### src/rtl/srrc_prac_hb_decim.sv
// srrc_prac_hb_decim: receive-side 11-tap halfband decimate-by-2 filter.
// Input is s1.17 at the 2x rate (qualified by in_clk_en). Every second
// sample (re-aligned by phase_sync) produces one filtered s1.17 output,
// 3 clocks after the edge that shifts that sample in.
// Optional build macro SRRC_HB_DECIM_RND_EN: round-half-up on the
// coefficient products instead of plain truncation (same latency).
//
// Output handshake: out_valid is a single-clock pulse, with no ready
// and no back-pressure. out is valid while out_valid is high and then
// holds until the next pulse.
module srrc_prac_hb_decim #(
  parameter logic signed [17:0] C0 = 18'sd2621,
  parameter logic signed [17:0] C2 = -18'sd11796,
  parameter logic signed [17:0] C4 = 18'sd40632
) (
  input  logic               clk,
  input  logic               reset_n,
  input  logic               in_clk_en,
  input  logic               phase_sync,
  input  logic signed [17:0] in,
  output logic signed [17:0] out,
  output logic               out_valid
);

`ifdef SRRC_HB_DECIM_RND_EN
  localparam logic signed [35:0] RND = 36'sd65536;
`else
  localparam logic signed [35:0] RND = 36'sd0;
`endif

  logic signed [17:0] x_q [11];
  logic signed [17:0] x_d [11];
  logic               phase_q, phase_d;
  logic               qual;
  logic               tok0_q, tok0_d;
  logic               tok1_q, tok2_q;
  logic signed [17:0] f0_q, f2_q, f4_q, c1_q;
  logic signed [17:0] f0_d, f2_d, f4_d;
  logic signed [35:0] p0_q, p2_q, p4_q;
  logic signed [35:0] p0_d, p2_d, p4_d;
  logic signed [17:0] c2_q;
  logic signed [17:0] out_q, out_d;
  logic               valid_q;

  // Next-state logic: sample shift/phase on strobes, free-running pipeline.
  always_comb begin
    x_d     = x_q;
    phase_d = phase_q;
    tok0_d  = 1'b0;
    qual    = phase_q | phase_sync;
    if (in_clk_en) begin
      // Input halving keeps the folded pair sums inside 18 bits.
      x_d[0] = in >>> 1;
      for (int i = 1; i < 11; i++) begin
        x_d[i] = x_q[i-1];
      end
      phase_d = ~qual;
      tok0_d  = qual;
    end

    // Folded symmetric pairs; odd-distance taps are zero and skipped.
    f0_d = x_q[0] + x_q[10];
    f2_d = x_q[2] + x_q[8];
    f4_d = x_q[4] + x_q[6];

    p0_d = 36'(f0_q) * 36'(C0);
    p2_d = 36'(f2_q) * 36'(C2);
    p4_d = 36'(f4_q) * 36'(C4);

    // Each term is product bits [34:17]; the center tap (gain 0.5 on the
    // halved input) is c itself. An 18-bit modular sum equals the low
    // 18 bits of the 20-bit sum, so the wrap behaviour is identical.
    out_d = out_q;
    if (tok2_q) begin
      out_d = 18'((p0_q + RND) >>> 17)
            + 18'((p2_q + RND) >>> 17)
            + 18'((p4_q + RND) >>> 17)
            + c2_q;
    end
  end

  // State registers; async reset drops any output still in flight.
  always_ff @(posedge clk or negedge reset_n) begin
    if (!reset_n) begin
      for (int i = 0; i < 11; i++) begin
        x_q[i] <= '0;
      end
      phase_q <= 1'b0;
      tok0_q  <= 1'b0;
      tok1_q  <= 1'b0;
      tok2_q  <= 1'b0;
      f0_q    <= '0;
      f2_q    <= '0;
      f4_q    <= '0;
      c1_q    <= '0;
      p0_q    <= '0;
      p2_q    <= '0;
      p4_q    <= '0;
      c2_q    <= '0;
      out_q   <= '0;
      valid_q <= 1'b0;
    end else begin
      x_q     <= x_d;
      phase_q <= phase_d;
      tok0_q  <= tok0_d;
      tok1_q  <= tok0_q;
      tok2_q  <= tok1_q;
      f0_q    <= f0_d;
      f2_q    <= f2_d;
      f4_q    <= f4_d;
      c1_q    <= x_q[5];
      p0_q    <= p0_d;
      p2_q    <= p2_d;
      p4_q    <= p4_d;
      c2_q    <= c1_q;
      out_q   <= out_d;
      valid_q <= tok2_q;
    end
  end

  assign out       = out_q;
  assign out_valid = valid_q;

endmodule

### config.mk
export PLATFORM = sky130hd
export DESIGN_NAME = srrc_prac_hb_decim
export DESIGN_NICKNAME = d
export VERILOG_FILES = /design/src/rtl/srrc_prac_hb_decim.sv
export SDC_FILE = /design/constraint.sdc
export NUM_CORES = 1
export LEC_CHECK = 0
export ABC_AREA = 1
export BUFFER_PORTS_ARGS = -buffer_cell sky130_fd_sc_hd__clkbuf_2
export CAP_MARGIN = 10
export CORE_ASPECT_RATIO = 0.75
export CORE_MARGIN = 5
export CORE_UTILIZATION = 30
export DETAILED_ROUTE_END_ITERATION = 8
export PLACE_DENSITY = 0.48
export REMOVE_ABC_BUFFERS = 1
export SYNTH_ARGS = -nofsm -noshare
export SYNTH_HDL_FRONTEND = slang
export SYNTH_SLANG_ARGS = --single-unit
### constraint.sdc
create_clock -name clk -period 8.1 [get_ports clk]
set_clock_uncertainty 0.05 [all_clocks]
set_input_delay 1.215 -clock clk [delete_from_list [all_inputs] [get_ports clk]]
set_output_delay 1.215 -clock clk [all_outputs]
set_load 0.02 [all_outputs]
==> summary.md <==
| Metric | Value |
|---|---|
| CTS root buf | `clkbuf_16` |
| Clk Latency, worst-skew pair | `0.56 ns` |
| Worst-Margin Slew | `0.883 ns` |
| GP Congestion | `0.856` |
| Setup violators final | `0` |
| Final period utilization | `64.9%` |
| Grt ovf | `0` |
| Clock Sinks | `346` |
| GR Util All Layers | `14.4%` |
| Worst Setup End Kind | `flip-flop` |
| Synthesized area | `0.0319 mm^2` |
| WS Path Type | `reg2reg` |
| Synth top area cells | `dfrtp_1 27%, fa_1 20%, ha_1 17%` |
| Most frequent cells after synthesis | `859 x inv_1, 698 x nand2_1, 423 x ha_1, 346 x dfrtp_1, 323 x fa_1` |
| Mean routed wirelength per cell | `15.7 um` |
| Vias per Instance | `4.42` |
| Post-DP HPWL | `68700 um` |
| Synth Flop Type | `dfrtp_1` |
| IO Pins | `41` |
| Antenna violations before repair | `3` |
| Slew Limit Fails | `0` |
| Post-Route WL | `81500 um` |
| Die X | `387 um` |
| DRC errors left | `0` |
| Resize count post-CTS | `0` |
| Post-Route Setup TNS | `0 ns` |
| First-pass GRT wire length | `131000 um` |
| Total number of vias | `22950` |
| Die H | `293 um` |
| Final ANT Viol Nets | `0` |
| Max Fclk | `190 MHz` |
| R2R Setup Slk | `2.84 ns` |
| Setup crit start kind | `flip-flop` |
| Buffers on Ports | `39` |
| YS warnings | `0` |
| DRT iter0 DRCs | `1555` |
| Distinct cells, synth | `36` |
| Post-synth top area share | `27.1%` |
| Status | `finished clean` |
| Slew headroom | `41.1%` |
| CTS HTree Levels | `2` |
| Fill count | `11190` |
| Core area | `0.105 mm^2` |
| Min cycle time layout | `5.26 ns` |
| Area used by multi-input combinational logic | `0.0198 mm^2` |
| Worst EP arrival | `5.61 ns` |
| CTS buffer count | `37` |
| Avg Synthesized Cell Area | `8.60 um^2` |
| Sequential share of the synthesized area | `27.1%` |
| WP data required | `8.45 ns` |
| Post-Syn Instances | `3713` |
| RSZ-0062 raised after global routing | `no` |
| Synth area leader | `dfrtp_1` |
| Maximum clock insertion buffer count | `3` |
| Die area | `0.113 mm^2` |
| Post-CTS Setup Bufs | `0` |
| Initial Util | `30.3%` |
| Vias in the first global route | `22597` |
| CTS tree | `built` |
| P&R area growth vs syn | `9.90%` |
| Post-synth EDFFs | `0` |
| Fin nets | `4517` |
| Initial DRT Pass Iterations | `5` |
| Hold Path Class | `reg2reg` |
| Max_cap viols | `0` |
| Final hold viol count | `0` |
| Yosys reg bits | `346` |
| Post-synth ARST share | `100%` |
| Fraction of layout cells with a size suffix above 1 | `3.89%` |
| Largest net degree at the start of global routing | `210` |
| Count leader, synth | `inv_1` |
| Hold_buf cts | `0` |
| Register area | `0.00866 mm^2` |
| Crit-path max FO | `17` |
| Placement row count | `103` |
| Clk pin slew, worst setup/hold paths | `0.06 ns` |
## cell families (layout without fill, tap and decap cells)
| group | Yosys count | in the layout | synth area share, % |
|---|---|---|---|
| compound gates | 473 | 473 | 7.85 |
| xor+xnor | 82 | 82 | 2.25 |
| fa+ha+maj | 746 | 746 | 36.8 |
| buf+inv | 906 | 971 | 10.7 |
| flops | 346 | 346 | 27.1 |
| mux | 17 | 17 | 0.596 |
| other cells | 0 | 3 | 0 |
| simple gates | 1143 | 1143 | 14.6 |
## routing by layer
layer  vias to the layer above  share of wire (%)  track usage, %
li1                      11575                  -               -
met1                     10957                 59            25.3
met2                       372                 36            18.7
met3                        46                4.0            1.85
met4                         0               0.80            1.32
met5                         -                  0               0
## worst max-delay path, stage by stage (launching register included)
cell and delay (ns):
dfrtp_1 0.79, inv_1 0.43, fa_1 0.51, inv_1 0.10, fa_1 0.42, fa_1 0.54, inv_1 0.05, fa_1 0.52
inv_1 0.05, ha_1 0.28, ha_1 0.41, nand2_1 0.13, nor2_1 0.15, inv_1 0.07, nor3_1 0.23, a21oi_1 0.18
xnor2_1 0.17
## worst paths after layout
check                               from        to  cells after the start
worst min register to register    tok1_q    tok2_q                      0
max in group asynchronous        reset_n   out[13]                      2
worst max register to register  f2_q[17]  p2_q[22]                     16
worst min-delay path              tok1_q    tok2_q                      0
min in group asynchronous        reset_n  x_q[160]                      1
worst max-delay path            f2_q[17]  p2_q[22]                     16
## sequential cells by signal, indices dropped and copies added (netlist names)
name / cells
out: 18
f0_q: 18
p4_q: 18
tok1_q: 1
tok2_q: 1
x_q: 187
phase_q: 1
out_valid: 1
f4_q: 18
p2_q: 16
f2_q: 18
p0_q: 14
c2_q: 17
c1_q: 17
tok0_q: 1
## per-stage QoR
| stage | cells | setup WS [ns] | utilization [%] | hold slack (ns) | area (um^2) |
|---|---|---|---|---|---|
| final | 5198 | 2.84 | 33.3 | 0.298 | 35100 |
| after global placement | 5127 | 2.89 | 32.1 | 0.284 | 33800 |
| after global routing | 5195 | 2.43 | 33.3 | 0.304 | 35100 |
| after detailed placement | 5127 | 2.89 | 32.1 | 0.286 | 33800 |
| after floorplan | 3667 | 3.20 | - | 0.281 | 31700 |
| after CTS | 5195 | 2.83 | 33.3 | 0.301 | 35100 |
## final cells by class
type | instances | area share (%)
Tap cell | 1417 | 5.05
Antenna cell | 3 | 0.0214
Timing Repair Buffer | 43 | 0.806
Multi-Input combinational cell | 2461 | 56.5
Sequential cell | 346 | 24.7
Clock inverter | 19 | 0.745
Inverter | 860 | 9.20
Clock buffer | 49 | 2.97
## layout by cell type, fill, tap and decap left out, drive strengths merged
cell	count
a21boi	2
a21o	10
a21oi	241
a31oi	4
and2	10
buf	6
bufinv	5
clkbuf	86
clkinv	10
dfrtp	346
diode	3
fa	323
ha	423
inv	864
mux2	16
mux2i	1
nand2	705
nand3	121
nand3b	6
nand4	31
nor2	240
nor3	26
nor4	4
o21a	6
o21ai	185
o21bai	25
xnor2	32
xor2	50
Power is left out: the tool's default activity adds up to more than one toggle a clock period on the data nets, which glitch-free logic cannot reach.
